`src/rtl/loctag_pkg.sv`:
```
// Shared types and frame constants for the loctag ADC capture path.
package loctag_pkg;

  typedef enum logic [2:0] {
    ST_IDLE,
    ST_SETUP,
    ST_SHIFT,
    ST_CAPTURE,
    ST_QUIET
  } adc_state_e;

  localparam int unsigned ADC_FRAME_BITS = 16;
  localparam int unsigned ADC_DATA_MSB   = 11;
  localparam int unsigned ADC_DATA_LSB   = 4;
  localparam int unsigned ADC_DATA_W     = ADC_DATA_MSB - ADC_DATA_LSB + 1;

endpackage

```
`src/rtl/adc_sclk_gen.sv`:
```
// ADC serial clock generator: HALF-cycle phase counter, adc_clk flop and frame bit counter.
module adc_sclk_gen
  import loctag_pkg::*;
#(
  parameter int unsigned HALF = 2
) (
  input  logic clk_i,
  input  logic rst_i,
  input  logic en_i,
  output logic sclk_o,
  output logic rise_tick_c_o,
  output logic frame_done_c_o
);

  localparam int unsigned PH_W  = (HALF > 1) ? $clog2(HALF) : 1;
  localparam int unsigned BIT_W = $clog2(ADC_FRAME_BITS + 1);

  logic [PH_W-1:0]  ph_q, ph_d;
  logic             sclk_q, sclk_d;
  logic [BIT_W-1:0] bit_q, bit_d;
  logic             ph_end;

  // Phase counts down; zero means the current half period is finished.
  assign ph_end         = (ph_q == '0);
  assign rise_tick_c_o  = ph_end & ~sclk_q;
  assign frame_done_c_o = ph_end & sclk_q & (bit_q == BIT_W'(ADC_FRAME_BITS));
  assign sclk_o         = sclk_q;

  always_comb begin
    ph_d   = ph_q;
    sclk_d = sclk_q;
    bit_d  = bit_q;
    if (!en_i) begin
      ph_d   = '0;
      sclk_d = 1'b1;
      bit_d  = '0;
    end else if (ph_end) begin
      ph_d   = PH_W'(HALF - 1);
      sclk_d = ~sclk_q;
      if (!sclk_q) bit_d = bit_q + BIT_W'(1);
    end else begin
      ph_d = ph_q - PH_W'(1);
    end
  end

  always_ff @(posedge clk_i or posedge rst_i) begin
    if (rst_i) begin
      ph_q   <= '0;
      sclk_q <= 1'b1;
      bit_q  <= '0;
    end else begin
      ph_q   <= ph_d;
      sclk_q <= sclk_d;
      bit_q  <= bit_d;
    end
  end

endmodule

```
`src/rtl/adc7478_capture.sv`:
```
// AD7478 serial capture front-end: frames adc_cs/adc_clk, deserialises adc_so and
// averages 2^AVG_LOG2 conversions per start request.
module adc7478_capture
  import loctag_pkg::*;
#(
  parameter int unsigned CLK_DIV   = 4,
  parameter int unsigned QUIET_CYC = 3,
  parameter int unsigned AVG_LOG2  = 0
) (
  input  logic       clk,
  input  logic       reset,
  input  logic       start,
  output logic       adc_cs,
  output logic       adc_clk,
  input  logic       adc_so,
  output logic       busy,
  output logic       eoc,
  output logic [7:0] data,
  output logic       frame_err
);

  localparam int unsigned HALF    = CLK_DIV / 2;
  localparam int unsigned NCONV   = 1 << AVG_LOG2;
  localparam int unsigned SUM_W   = ADC_DATA_W + AVG_LOG2;
  localparam int unsigned CONV_W  = AVG_LOG2 + 1;
  localparam int unsigned CNT_MAX = (HALF > QUIET_CYC) ? HALF : QUIET_CYC;
  localparam int unsigned CNT_W   = $clog2(CNT_MAX + 1);

  adc_state_e                state_q, state_d;
  logic                      start_q;
  logic [CNT_W-1:0]          cnt_q, cnt_d;
  logic [CONV_W-1:0]         conv_q, conv_d;
  logic [SUM_W-1:0]          sum_q, sum_d;
  logic [ADC_FRAME_BITS-1:0] shreg_q, shreg_d;
  logic                      cs_q, cs_d;
  logic                      busy_q, busy_d;
  logic                      eoc_q, eoc_d;
  logic [7:0]                data_q, data_d;
  logic                      ferr_q, ferr_d;
  logic                      rise_tick_c, frame_done_c, sclk;

  adc_sclk_gen #(.HALF(HALF)) u_sclk (
    .clk_i          (clk),
    .rst_i          (reset),
    .en_i           (state_d == ST_SHIFT),
    .sclk_o         (sclk),
    .rise_tick_c_o  (rise_tick_c),
    .frame_done_c_o (frame_done_c)
  );

  // Capture math runs on the SHIFT->CAPTURE edge so eoc/data are visible in the CAPTURE cycle.
  always_comb begin
    state_d = state_q;
    cnt_d   = cnt_q;
    conv_d  = conv_q;
    sum_d   = sum_q;
    shreg_d = shreg_q;
    data_d  = data_q;
    ferr_d  = ferr_q;
    eoc_d   = 1'b0;

    if (state_q == ST_SHIFT && rise_tick_c)
      shreg_d = {shreg_q[ADC_FRAME_BITS-2:0], adc_so};

    case (state_q)
      ST_IDLE: begin
        if (start && !start_q) begin
          state_d = ST_SETUP;
          cnt_d   = '0;
          conv_d  = '0;
          sum_d   = '0;
          ferr_d  = 1'b0;
        end
      end
      ST_SETUP: begin
        if (cnt_q == CNT_W'(HALF - 1)) state_d = ST_SHIFT;
        else                           cnt_d   = cnt_q + CNT_W'(1);
      end
      ST_SHIFT: begin
        if (frame_done_c) begin
          state_d = ST_CAPTURE;
          sum_d   = sum_q + SUM_W'(shreg_q[ADC_DATA_MSB:ADC_DATA_LSB]);
          conv_d  = conv_q + CONV_W'(1);
          if ((|shreg_q[ADC_FRAME_BITS-1:ADC_DATA_MSB+1]) || (|shreg_q[ADC_DATA_LSB-1:0]))
            ferr_d = 1'b1;
          if (conv_d == CONV_W'(NCONV)) begin
            data_d = 8'(sum_d >> AVG_LOG2);
            eoc_d  = 1'b1;
          end
        end
      end
      ST_CAPTURE: begin
        state_d = ST_QUIET;
        cnt_d   = '0;
      end
      ST_QUIET: begin
        if (cnt_q == CNT_W'(QUIET_CYC - 1)) begin
          cnt_d   = '0;
          state_d = (conv_q == CONV_W'(NCONV)) ? ST_IDLE : ST_SETUP;
        end else begin
          cnt_d = cnt_q + CNT_W'(1);
        end
      end
      default: state_d = ST_IDLE;
    endcase

    cs_d   = !(state_d == ST_SETUP || state_d == ST_SHIFT);
    busy_d = !(state_d == ST_IDLE ||
               (state_d == ST_QUIET && cnt_d == CNT_W'(QUIET_CYC - 1) &&
                conv_d == CONV_W'(NCONV)));
  end

  always_ff @(posedge clk or posedge reset) begin
    if (reset) begin
      state_q <= ST_IDLE;
      start_q <= 1'b0;
      cnt_q   <= '0;
      conv_q  <= '0;
      sum_q   <= '0;
      shreg_q <= '0;
      cs_q    <= 1'b1;
      busy_q  <= 1'b0;
      eoc_q   <= 1'b0;
      data_q  <= '0;
      ferr_q  <= 1'b0;
    end else begin
      state_q <= state_d;
      start_q <= start;
      cnt_q   <= cnt_d;
      conv_q  <= conv_d;
      sum_q   <= sum_d;
      shreg_q <= shreg_d;
      cs_q    <= cs_d;
      busy_q  <= busy_d;
      eoc_q   <= eoc_d;
      data_q  <= data_d;
      ferr_q  <= ferr_d;
    end
  end

  assign adc_cs    = cs_q;
  assign adc_clk   = sclk;
  assign busy      = busy_q;
  assign eoc       = eoc_q;
  assign data      = data_q;
  assign frame_err = ferr_q;

endmodule

```
`config.mk`:
```
export PLATFORM = sky130hd
export DESIGN_NAME = adc7478_capture
export DESIGN_NICKNAME = d
export VERILOG_FILES = /design/src/rtl/loctag_pkg.sv /design/src/rtl/adc_sclk_gen.sv /design/src/rtl/adc7478_capture.sv
export SDC_FILE = /design/constraint.sdc
export NUM_CORES = 1
export LEC_CHECK = 0
export BUFFER_PORTS_ARGS = -buffer_cell sky130_fd_sc_hd__buf_2
export CAP_MARGIN = 20
export CORE_MARGIN = 10
export CORE_UTILIZATION = 40
export CTS_BUF_LIST = sky130_fd_sc_hd__clkbuf_16
export DETAILED_ROUTE_END_ITERATION = 6
export PLACE_DENSITY = 0.59
export SLEW_MARGIN = 20
export SYNTH_ARGS = -nofsm -noshare
export SYNTH_HDL_FRONTEND = slang
export SYNTH_SLANG_ARGS = --single-unit
export TNS_END_PERCENT = 1
```
`constraint.sdc`:
```
create_clock -name clk -period 3.54 [get_ports clk]
set_input_delay 0.354 -clock clk [delete_from_list [all_inputs] [get_ports clk]]
set_output_delay 0.354 -clock clk [all_outputs]
set_load 0.05 [all_outputs]
```
# Word-level counts from Yosys, hierarchy flattened
# Cells that the tools add are included.
[totals]
ff_bits = 50
[op_classes]
n_mux = 30
add_sub_neg = 5
bitwise = 5
reduce_logical = 19
n_eq_ne = 16
[ops]
columns = ["operator", "n"]
rows = [
  ["$mux 8", 2],
  ["$pmux 8 s2", 1],
  ["$mux 5", 3],
  ["$pmux 3 s5", 1],
  ["$mux 1", 13],
  ["$mux 3", 4],
  ["$eq 3x2->1 const B", 3],
  ["$add 8x8->8", 1],
  ["$ne 2x2->1 const B", 4],
  ["$pmux 2 s4", 1],
  ["$reduce_or 4->1", 2],
  ["$eq 3x1->1 const B", 2],
  ["$eq 3x3->1 const B", 2],
  ["$logic_not 3->1", 2],
  ["$mux 2", 3],
  ["$reduce_and 3->1", 2],
  ["$add 5x1->5 const B", 1],
  ["$eq 5x5->1 const B", 1],
  ["$eq 2x2->1 const B", 2],
  ["$logic_and 1x1->1", 4],
  ["$pmux 1 s2", 2],
  ["$reduce_and 4->1", 1],
  ["$and 1x1->1", 3],
  ["$logic_not 1->1", 3],
  ["9 further kinds", 12],
]

# Longest topological paths before layout
# Gate-level depths: netlist of the first run.
[logic_depth]
depth_word = 10
ltp_mapped = 8

# Modules after synthesis
# A second synthesis of the first run with hierarchy kept.
[hier_totals]
hier_cells = 210
area_unflattened_um2 = 2468.6
[modules_own_cells]
columns = ["mod", "cells_each", "area_per_inst_um2", "seq_area_each_um2", "n_inst"]
rows = [
  ["adc7478_capture", 176, 2099.5, 1077.3, 1],
  ["adc_sclk_gen", 34, 369.1, 176.4, 1],
]

# Worst setup path before layout of the first run
# Ideal clock, no wire load.
[synth_timing]
path_type = "flip-flop to flip-flop"
from = "register u_sclk.sclk_q (netlist: u_sclk.sclk_o)"
to = "register data_q[0] (netlist: data[0])"
t_required_ns = 3.415
n_path_buf = 1
arrival_time_ns = 1.943
setup_slack_ns = 1.472
path_stages_with_launch = 6
period_less_slack_ns = 2.068
cell_sequence = "dfstp_2 nand4b_1 or4_4 nor2_4 buf_12 mux2_4"
[synth_between]
elab_chain_cells = 3
[synth_rtl]
columns = ["element", "line_no", "text"]
rows = [
  ["start: declaration", "adc_sclk_gen.sv:19", "logic sclk_q, sclk_d;"],
  ["start signal: assignment", "adc_sclk_gen.sv:53", "sclk_q <= sclk_d;"],
  ["$and 1x1->1 (2 in a row)", "adc_sclk_gen.sv:26", "assign frame_done_c_o = ph_end & sclk_q & (bit_q == BIT_W'(ADC_FRAME_BITS));"],
  ["$reduce_and 3->1 (no line)", "n/a", ""],
  ["end signal: assignment", "adc7478_capture.sv:136", "data_q <= data_d;"],
  ["end: declaration", "adc7478_capture.sv:38", "logic [7:0] data_q, data_d;"],
]
# Every way passes these cells.
# A chain may end at the register's enable or synchronous reset.

# Worst setup path in the final report of the first run
[layout_timing]
from = "register u_sclk.bit_q[0]"
to = "register u_sclk.sclk_q (netlist: u_sclk.sclk_o)"
[layout_between]
elab_chain_cells = 6
[layout_rtl]
columns = ["element", "line_no", "text"]
rows = [
  ["start: declaration", "adc_sclk_gen.sv:20", "logic [BIT_W-1:0] bit_q, bit_d;"],
  ["start signal: assignment", "adc_sclk_gen.sv:54", "bit_q <= bit_d;"],
  ["$eq 5x5->1 (*)", "adc_sclk_gen.sv:26", ""],
  ["$and 1x1->1 (*)", "adc_sclk_gen.sv:26", ""],
  ["$mux 3 (*)", "adc7478_capture.sv:80", "if (frame_done_c) begin"],
  ["$pmux 3 s5 (*)", "adc7478_capture.sv:65", "case (state_q)"],
  ["$eq 3x2->1 (*)", "adc7478_capture.sv:45", ".en_i (state_d == ST_SHIFT),"],
  ["$ne 2x2->1 (no line) or $mux 1 (tied branches)", "n/a", ""],
]
# Mark *: on every way between the ends. The rest lies on a longest branch, timed or not.

==> metrics.txt, run 1 <==
Critical Path RT=3.76 ns; commonest non-fill, non-tap cell in the layout=dfrtp_1; setup_tns=0 ns; vias in the first global route=1586; largest net degree at the start of global routing=51; Worst-path clk slew=0.07 ns; clk buf depth=2; part of the cycle the worst path needs=0.665; final hold violation count=0; maxcap violations=0; CP arrival=2.58 ns; mux share of post-synthesis cell area=0.0998; Worst-Skew Late Latency=0.29 ns; Highest Clock Rate=0.425 GHz; Post-CTS Setup Bufs=0; Worst Setup End Kind=register; leakage dissipation=1.32 nW; initial core utilization=0.413; Final Max Slew Viols=0; die height=98.2 microns; share of layout cells above drive strength 1=0.249; main combinational cell family by area after synthesis=simple AND/OR/NAND/NOR gates; ys async rst share=1.00; GPL Wtd Cong=0.799; Post-synth EDFFs=0; type of origin of the critical path=register; simple-gate share of the synthesized area=0.141; kind of critical path=register to register; # setup viols final=0; status=finished clean; Post-Synth XOR/XNOR Area=0.0287; Post-CTS Hold Fix Bufs=0; Post-DP HPWL=3200 microns; TritonRoute pass-1 iters=4; grt total ovfl=0; wire per inst=15.2 microns; vias=1609; sequential element share of the synthesized area=0.513; die width=98.2 microns; Port Buffers=16; Total Nets Final=239; post-route ant nets=0; Final min period=2.36 ns; Slew headroom=0.413; P&R area growth vs syn=12.4%; Pwr Total=1.68 mW; unrepaired setup endpoints after global routing=no; # IOs=17; Primary FF master, synth=dfrtp_1; syn_area_per_cell=11.8 sq um; complex-gate fraction of the synthesized area=0.131; TritonCTS clock tree=yes; Yosys Warn Count=0; number of distinct library cells after synthesis=51; CTS sink count=50; synthesized flop and latch total=50; # DRC=0; worst-case reg-to-reg path depth=7; post-synthesis cell area=0.00244 sq mm; CP max FO=12; vias per inst=5.36; DR iter-0 viols=50; CTS resizes=0; diodes inserted=0; Mapped Nets=222; # rows=28; worst slew pin tran=0.877 ns; Hold Crit Class=input pin to register; gr usage total=0.0953; CTS Root Cell=clkbuf_16; Post-Route WL=4570 microns; initial antenna violation count=0; Post-Synthesis Cells=207; Cell Pwr Density=613 mW/mm^2; worst clock skew=0.00640 ns; H-Tree Depth=2; Peak VDD IR=0.351 mV; Finished Cell Area=0.00275 sq mm; CTS Buf Count=5; DP Area=0.00258 sq mm; core area=0.00592 sq mm; DIE AREA=0.00964 sq mm; most frequent cells in the layout=48 x dfrtp_1, 16 x buf_2, 15 x nor2_1, 15 x mux2_2, 13 x o21ai_0; Fill cells=550; Adder-Cell Fraction of Synth Area=0.0594; first-pass GRT wire length=7680 microns; WHS Path Cells=1
-- critical path, stage by stage (launching register included) --
cell	delay [ns]
dfrtp_1	0.40
inv_1	0.06
ha_1	0.18
nand4b_1	0.20
nor4_4	0.09
nor2_1	0.69
nand3b_1	0.41
nand2b_1	0.26
-- metrics by stage --
step	setup slack, ns	utilization	hold WS (ns)	instances
after floorplan	1.47	-	0.385	207
after detailed placement	1.23	0.435	0.482	292
after CTS	1.21	0.464	0.172	300
after global placement	1.26	0.435	0.482	292
final	1.18	0.464	0.180	300
after global routing	0.996	0.464	0.179	300
-- cell usage after synthesis, drive strengths merged, types with 4 or more instances --
cell | n | share of area
dfrtp | 48 | 0.49
mux2 | 20 | 0.10
nor2 | 16 | 0.028
o21ai | 13 | 0.027
ha | 10 | 0.051
nand2 | 10 | 0.015
a21oi | 7 | 0.014
inv | 7 | 0.011
a22o | 5 | 0.018
nor2b | 5 | 0.013
xor2 | 5 | 0.018
nand2b | 4 | 0.010
nor4 | 4 | 0.016
-- cells by family after synthesis --
kind of cell | count (synthesis)
AO/OA/AOI/OAI | 47
adder cells (fa/ha/maj) | 11
buffers and inverters | 13
AND/OR/NAND/NOR | 58
multiplexers | 20
XOR/XNOR | 8
flip-flops | 50
-- flip-flops by register name, indices dropped and copies added (netlist names) --
register / count
u_sclk.bit_q: 5
conv_q: 1
u_sclk.sclk_o: 1
busy: 1
sum_q: 8
frame_err: 1
adc_cs: 1
state_q: 3
shreg_q: 16
data: 8
start_q: 1
eoc: 1
u_sclk.ph_q: 1
cnt_q: 2
-- final timing paths --
| kind | startpoint | to | slack (ns) |
|---|---|---|---|
| max reg2reg | u_sclk.bit_q[0] | u_sclk.sclk_o | 1.18 |
| max in group asynchronous | reset | sum_q[2] | 2.81 |
| max | u_sclk.bit_q[0] | u_sclk.sclk_o | 1.18 |
| min reg2reg | data[4] | data[4] | 0.51 |
| min in group asynchronous | reset | start_q | 0.20 |
| min | start | start_q | 0.18 |
-- layout make-up --
type	instances	area [sq um]	share of cell area
clock buffers	5	125	0.0455
well taps	75	93.8	0.0342
multi-input cells	144	1120	0.408
repair buffers	16	80.1	0.0291
flip-flops and latches	50	1250	0.456
inverters	7	27.5	0.0100
clock inverters	3	45.0	0.0164
-- report_power, final --
group	leakage (nW)	switching, mW	internal, mW	total (mW)
Clock	0.0760	0.218	0.333	0.551
Combinational	0.569	0.246	0.142	0.389
Sequential	0.677	0.0883	0.656	0.744
-- routing by layer --
metal  vias to the layer above  GRT usage  share of wire
met5                         -          0              0
met4                         0     0.0573          0.023
met3                         9     0.0275          0.034
met2                        24      0.137           0.45
met1                       793      0.123           0.49
li1                        783          -              -
Power figures use the tool's default switching activity.
==> run 2: changes to the inputs <==
--- a/config.mk
+++ b/config.mk
@@ -5,13 +5,14 @@
 export SDC_FILE = /design/constraint.sdc
 export NUM_CORES = 1
 export LEC_CHECK = 0
+export ABC_AREA = 1
 export BUFFER_PORTS_ARGS = -buffer_cell sky130_fd_sc_hd__buf_2
 export CAP_MARGIN = 20
 export CORE_MARGIN = 10
 export CORE_UTILIZATION = 40
 export CTS_BUF_LIST = sky130_fd_sc_hd__clkbuf_16
 export DETAILED_ROUTE_END_ITERATION = 6
-export PLACE_DENSITY = 0.59
+export PLACE_DENSITY = 0.61
 export SLEW_MARGIN = 20
 export SYNTH_ARGS = -nofsm -noshare
 export SYNTH_HDL_FRONTEND = slang
==> constraint.sdc (replaced) <==
create_clock -name clk -period 1.95 [get_ports clk]
set_input_delay 0.195 -clock clk [delete_from_list [all_inputs] [get_ports clk]]
set_output_delay 0.195 -clock clk [all_outputs]
set_load 0.05 [all_outputs]
==> metrics.txt, run 2 <==
Largest register FFs=16 (unchanged); TritonCTS clock tree=yes (unchanged); die width=98.8 microns (was 98.2 microns); grt total ovfl=0 (unchanged); # rows=28 (unchanged); part of the cycle the worst path needs=0.858 (was 0.665); vias=1860 (was 1609); gr busiest metal=met2 (unchanged); CTS Buf Count=5 (unchanged); Post-Synthesis Cells=296 (was 207); CTS sink count=50 (unchanged); status=finished clean (unchanged); DIE AREA=0.00976 sq mm (was 0.00964 sq mm); met2 Use GR=0.153 (was 0.137); Worst R2R Setup Slack=0.28 ns (was 1.18 ns); Critical Path RT=2.13 ns (was 3.76 ns); leakage dissipation=1.47 nW (was 1.32 nW); final core utilization=0.463 (was 0.464); clk buf depth=2 (unchanged); met3 usage=0.0314 (was 0.0275); first-pass GRT wire length=8410 microns (was 7680 microns); Biggest register=shreg_q (unchanged); # IOs=17 (unchanged); Peak VDD IR=0.326 mV (was 0.351 mV); Post-Route WL=4550 microns (was 4570 microns); P&R area growth vs syn=11.7% (was 12.4%); post-synthesis cell area=0.00248 sq mm (was 0.00244 sq mm); GPL Wtd Cong=0.793 (was 0.799); die height=98.8 microns (was 98.2 microns); commonest non-fill, non-tap cell in the layout=nand2_1 (was dfrtp_1); Worst-Skew Late Latency=0.29 ns (about the same); DR iter-0 viols=56 (was 50); Highest Clock Rate=0.597 GHz (was 0.425 GHz); crit path from=u_sclk.bit_q[0] (unchanged); synth cell count leaders=82 x nand2_1, 48 x dfrtp_1, 39 x inv_1, 25 x nor2_1, 19 x nand3_1 (was 48 x dfrtp_1, 15 x mux2_2, 15 x nor2_1, 13 x o21ai_0); most frequent cells in the layout=82 x nand2_1, 48 x dfrtp_1, 40 x inv_1 (was 48 x dfrtp_1, 16 x buf_2, 15 x nor2_1, 15 x mux2_2, 13 x o21ai_0); CP arrival=1.85 ns (was 2.58 ns); type of origin of the critical path=register (unchanged); Hold Crit Class=input pin to register (unchanged); # DRC=0 (unchanged); wire per inst=11.6 microns (was 15.2 microns); hold_sp=start (unchanged); gr usage total=0.101 (was 0.0953); Synth area leaders=dfrtp_1 48%, nand2_1 12%, inv_1 5.9% (was dfrtp_1 49%, mux2_2 6.9%, ha_1 5.1%); top-count cell post-synth=nand2_1 (was dfrtp_1); Primary FF master, synth=dfrtp_1 (unchanged); TritonRoute pass-1 iters=4 (unchanged); syn_area_per_cell=8.39 sq um (was 11.8 sq um); maxcap violations=0 (unchanged); final hold violation count=0 (unchanged); ys async rst share=1.00 (unchanged); Critical path destination=busy (was u_sclk.sclk_o); diodes inserted=0 (unchanged); Cell Pwr Density=713 mW/mm^2 (was 613 mW/mm^2); Multi-input gate area=0.00101 sq mm (was 0.00112 sq mm); Fill cells=588 (was 550); cell accounting for the most synthesized area=dfrtp_1 (unchanged); Total Nets Final=332 (was 239); Worst Setup End Kind=register (unchanged); Post-CTS Hold Fix Bufs=0 (unchanged); Final Max Slew Viols=0 (unchanged); sequential element share of the synthesized area=0.505 (was 0.513); Mapped Nets=311 (was 222); largest net degree at the start of global routing=51 (unchanged); Port Buffers=16 (unchanged); CTS Root Cell=clkbuf_16 (unchanged); Critical R2R Capture=busy (was u_sclk.sclk_o); worst-case reg-to-reg path depth=11 (was 7); r2r startpoint=u_sclk.bit_q[0] (unchanged); Slew headroom=0.576 (was 0.413); core area=0.00599 sq mm (was 0.00592 sq mm); # setup viols final=0 (unchanged); GR Util met1=0.133 (was 0.123); dpl ws=0.300 ns (was 1.23 ns); share of layout cells above drive strength 1=0.151 (was 0.249); CP max FO=3 (was 12); Post-DP HPWL=3300 microns (was 3200 microns); Post-CTS Setup Bufs=0 (unchanged); worst slew pin tran=0.636 ns (was 0.877 ns); unrepaired setup endpoints after global routing=no (unchanged); post-route ant nets=0 (unchanged); Worst-path clk slew=0.06 ns (was 0.07 ns); initial core utilization=0.415 (was 0.413); Yosys Warn Count=0 (unchanged); setup ws final=0.276 ns (was 1.18 ns); initial antenna violation count=0 (unchanged); FF+latch area=0.00125 sq mm (unchanged); CTS resizes=0 (unchanged); number of distinct library cells after synthesis=31 (was 51); setup_tns=0 ns (unchanged); H-Tree Depth=2 (unchanged); Synth top area share=0.483 (was 0.492); vias in the first global route=1891 (was 1586); Post-synth EDFFs=0 (unchanged); Final min period=1.67 ns (was 2.36 ns); vias per inst=4.74 (was 5.36); kind of critical path=register to register (unchanged); worst clock skew=0.00465 ns (was 0.00640 ns); synthesized flop and latch total=50 (unchanged)
==> run 2: changes by cell type after synthesis, sizes merged, moves of 3 or more <==
cell,before,now
nand2,10,83
nor2b,5,0
a21o,3,0
o21ai,13,19
inv,7,47
nand3,1,22
nand2b,4,0
a21oi,7,10
a22o,5,0
nor4,4,0
mux2,20,1
nor2,16,29
clkbuf,3,0
==> run 2: area by class of cell <==
| cell class | instances | share of cell area |
|---|---|---|
| clock inverters | 2 | 0.00270 |
| repair buffers | 19 | 0.0370 |
| multi-input cells | 193 | 0.365 |
| inverters | 48 | 0.0649 |
| clock buffers | 5 | 0.0451 |
| well taps | 75 | 0.0338 |
| flip-flops and latches | 50 | 0.452 |
==> run 2: kinds of logic after synthesis <==
group,count (synthesis),share of synthesized area
adders and majority gates,11,0.0584
DFF,50,0.505
AOI/OAI and AO/OA,33,0.0750
xor gates and xnor gates,7,0.0247
and+or+nand+nor,141,0.245
buffers and inverters,53,0.0876
muxes,1,0.00453
==> run 2: worst min-delay path by stage <==
stage	slack, ns	end	cells after the start
after floorplan	0.23	start_q	0
after global placement	0.32	start_q	1
after detailed placement	0.32	start_q	1
after CTS	0.03	start_q	1
after global routing	0.03	start_q	1
final	0.03	start_q	1
==> run 2: metal layers <==
| metal | share of wire | routed length [microns] |
|---|---|---|
| met4 | 0.017 | 76 |
| met3 | 0.050 | 228 |
| met1 | 0.50 | 2270 |
| met5 | 0 | 0 |
| met2 | 0.43 | 1970 |
==> run 2: worst max-delay path, cell delays in order, from the launching register on <==
cell      delay, ns
dfrtp_1        0.37
inv_1          0.07
ha_1           0.19
nand2_1        0.06
clkinv_1       0.06
nand3_1        0.11
inv_2          0.05
ha_1           0.26
o21ai_0        0.21
nand2_1        0.08
nand2_1        0.08
inv_1          0.04
==> run 2: report_power, final <==
part	internal [mW]	total (mW)	switching, mW
registers	1.05	1.06	0.00968
clock network	0.459	0.812	0.352
logic	0.0346	0.105	0.0703
total	1.55	1.98	0.432
==> run 2: metrics by stage <==
| stage | area [sq um] | total power [mW] | hold WS, ns | std cells |
|---|---|---|---|---|
| CTS | 2780 | 2.00 | 0.0264 | 392 |
| floorplan | 2480 | 1.16 | 0.226 | 296 |
| detailed placement | 2640 | 1.19 | 0.320 | 385 |
| global placement | 2640 | 1.18 | 0.317 | 385 |
| global route | 2780 | 2.07 | 0.0331 | 392 |
| finish | 2780 | 1.98 | 0.0287 | 392 |
==> run 3: changes to the inputs <==
--- a/config.mk
+++ b/config.mk
@@ -16,5 +16,6 @@
 export SLEW_MARGIN = 20
 export SYNTH_ARGS = -nofsm -noshare
 export SYNTH_HDL_FRONTEND = slang
+export SYNTH_HIERARCHICAL = 1
 export SYNTH_SLANG_ARGS = --single-unit
 export TNS_END_PERCENT = 1
==> metrics.txt, run 3 <==
status=finished clean (unchanged); final core utilization=0.492 (was 0.463); Final Max Slew Viols=0 (unchanged); vias=1932 (was 1860); sequential element share of the synthesized area=0.494 (was 0.505); initial core utilization=0.421 (was 0.415); # rows=28 (unchanged); DR iter-0 viols=70 (was 56); WHS Path Cells=1 (unchanged); Slew headroom=0.387 (was 0.576); Total Nets Final=348 (was 332); dpl ws=-0.0240 ns (was 0.300 ns); part of the cycle the worst path needs=0.966 (was 0.858); TritonRoute pass-1 iters=4 (unchanged); most frequent cells in the layout=77 x nand2_1, 48 x inv_1, 48 x dfrtp_1 (was 82 x nand2_1, 48 x dfrtp_1, 40 x inv_1); maxcap violations=0 (unchanged); hold path endpoint=start_q (unchanged); Post-DP HPWL=3540 microns (was 3300 microns); P&R area growth vs syn=16.8% (was 11.7%); wire per inst=11.7 microns (was 11.6 microns); Cell Pwr Density=714 mW/mm^2 (was 713 mW/mm^2); number of distinct library cells after synthesis=30 (was 31); # setup viols final=0 (unchanged); worst slew pin tran=0.914 ns (was 0.636 ns); Largest register FFs=16 (unchanged); slowest cell delay on critical path=0.66 ns (was 0.37 ns); die height=99.7 microns (was 98.8 microns); setup ws final=0.0669 ns (was 0.276 ns); worst-case reg-to-reg path depth=8 (was 11); Hold Crit Class=input pin to register (unchanged); Port Buffers=16 (unchanged); Peak VDD IR=0.498 mV (was 0.326 mV); core area=0.00603 sq mm (was 0.00599 sq mm); CP arrival=2.06 ns (was 1.85 ns); post-synthesis cell area=0.00254 sq mm (was 0.00248 sq mm); ys async rst share=1.00 (unchanged); GPL Wtd Cong=0.803 (was 0.793); synthesized flop and latch total=50 (unchanged); Critical R2R Capture=busy (unchanged); cell accounting for the most synthesized area=dfrtp_1 (unchanged); first-pass GRT wire length=8410 microns (unchanged); # DRC=0 (unchanged); largest net degree at the start of global routing=33 (was 51); H-Tree Depth=2 (unchanged); diodes inserted=0 (unchanged); vias in the first global route=1844 (was 1891); Post-Synthesis Cells=304 (was 296); Synth area leaders=dfrtp_1 47%, nand2_1 12%, inv_1 6.9% (was dfrtp_1 48%, nand2_1 12%, inv_1 5.9%); Primary FF master, synth=dfrtp_1 (unchanged); CTS sink count=50 (unchanged); CTS Root Cell=clkbuf_16 (unchanged); Highest Clock Rate=0.531 GHz (was 0.597 GHz); CTS Buf Count=5 (unchanged); Mapped Nets=319 (was 311); vias per inst=4.72 (was 4.74); syn_area_per_cell=8.35 sq um (was 8.39 sq um); type of origin of the critical path=register (unchanged); Worst path slowest cell=dfstp_4 (was dfrtp_1); kind of critical path=register to register (unchanged); commonest non-fill, non-tap cell in the layout=nand2_1 (unchanged); Post-Route WL=4770 microns (was 4550 microns); grt total ovfl=0 (unchanged); TritonCTS clock tree=yes (unchanged); Synth top area share=0.473 (was 0.483); r2r startpoint=u_sclk/sclk_o (was u_sclk.bit_q[0]); # IOs=17 (unchanged); final hold violation count=0 (unchanged); gr usage total=0.101 (about the same); DIE AREA=0.00993 sq mm (was 0.00976 sq mm); worst clock skew=0.00689 ns (was 0.00465 ns); die width=99.7 microns (was 98.8 microns); Worst-Skew Late Latency=0.28 ns (was 0.29 ns); Worst Setup End Kind=register (unchanged); Yosys Warn Count=6 (was 0); DP Area=0.00276 sq mm (was 0.00264 sq mm); Worst-path clk slew=0.06 ns (about the same); Biggest register=shreg_q (unchanged); clk buf depth=2 (unchanged); hold_sp=start (unchanged); CP max FO=5 (was 3); Finished Cell Area=0.00297 sq mm (was 0.00278 sq mm); post-route ant nets=0 (unchanged); share of layout cells above drive strength 1=0.168 (was 0.151); synth cell count leaders=78 x nand2_1, 48 x dfrtp_1, 47 x inv_1, 26 x nand3_1, 24 x nor2_1 (was 82 x nand2_1, 48 x dfrtp_1, 39 x inv_1, 25 x nor2_1, 19 x nand3_1); CP cell instances=nand3_2, nor3_4, ha_1, or2_2, nand2_2, nand2_1, inv_1, nor2_1 (was inv_1, ha_1, nand2_1, clkinv_1, nand3_1, inv_2, ha_1, o21ai_0, nand2_1, nand2_1, inv_1); initial antenna violation count=0 (unchanged); top-count cell post-synth=nand2_1 (unchanged); Critical Path RT=2.13 ns (about the same); Final min period=1.88 ns (was 1.67 ns); Worst R2R Setup Slack=0.07 ns (was 0.28 ns); leakage dissipation=1.61 nW (was 1.47 nW); Post-synth EDFFs=0 (unchanged); Pwr Total=2.12 mW (was 1.98 mW)
## run 3: cell count changes after synthesis, sizes merged, moves of 2 or more
| cell | previous run | this run |
|---|---|---|
| a21oi | 10 | 12 |
| inv | 47 | 49 |
| nand3 | 22 | 27 |
| o21ai | 19 | 23 |
| or2 | 0 | 2 |
| xor2 | 5 | 0 |
## run 3: timing repair
action | in CTS | in global routing
endpoints found under the setup margin | 4 | 11
endpoints found under the hold margin | 6 | 0
hold buffers | 1 | 0
pin swaps | 0 | 2
buffers inserted | 0 | 1
resized for setup | 1 | 8
## run 3: cell families after synthesis
kind of cell / Yosys count / synth area share
AO/OA/AOI/OAI: 40 / 0.0897
buffers and inverters: 54 / 0.0858
flip-flops: 50 / 0.494
AND/OR/NAND/NOR: 146 / 0.263
adder cells (fa/ha/maj): 11 / 0.0572
XOR/XNOR: 3 / 0.0104
## run 3: area by class of cell
cell class | count | area (sq um)
Timing Repair Buffer | 27 | 165
Fill cell | 582 | 3060
Sequential cell | 50 | 1260
Multi-Input combinational cell | 200 | 1100
Inverter | 49 | 189
Tap cell | 75 | 93.8
Clock inverter | 3 | 37.5
Clock buffer | 5 | 125
## run 3: per-layer routing
layer	vias up	GRT usage	wire length (microns)
li1	1021	-	-
met1	883	0.135	2410
met2	23	0.144	2080
met3	5	0.0311	221
met4	0	0.0496	66
met5	-	0	0
## run 3: worst max-delay path: cells and delay by family, from the launching register on
family                     cells  cell delay (ns)
and+or+nand+nor                6             0.82
DFF                            1             0.66
adders and majority gates      1             0.26
buffers and inverters          1             0.04
## run 3: metrics by stage
step                      hold WS (ns)  TNS [ns]  std cells
after floorplan               -0.00233         0        304
after global placement           0.154         0        399
after detailed placement         0.154   -0.0417        399
after CTS                       0.0384   -0.0167        408
after global routing            0.0455   -0.0239        409
final                           0.0448         0        409
## run 3: worst max-delay path by stage
| stage | start | cells after the start | end | slack, ns |
|---|---|---|---|---|
| 2_1_floorplan | u_sclk/bit_q[0] | 11 | u_sclk/sclk_o | 0.003 |
| 4_1_cts | u_sclk/sclk_o | 10 | data[3] | -0.02 |
| 5_1_grt | u_sclk/sclk_o | 10 | data[3] | -0.02 |
| 6_report | u_sclk/sclk_o | 8 | busy | 0.07 |
| 3_5_place_dp | u_sclk/bit_q[1] | 11 | u_sclk/sclk_o | -0.02 |
| 3_3_place_gp | u_sclk/sclk_o | 10 | data[3] | 0.05 |
## run 3: power by group
| group | total (mW) | internal [mW] | switching, mW | leakage [nW] |
|---|---|---|---|---|
| clock | 0.949 | 0.596 | 0.353 | 0.0864 |
| sequential | 1.06 | 1.05 | 0.00912 | 0.582 |
| combinational | 0.107 | 0.0374 | 0.0698 | 0.939 |
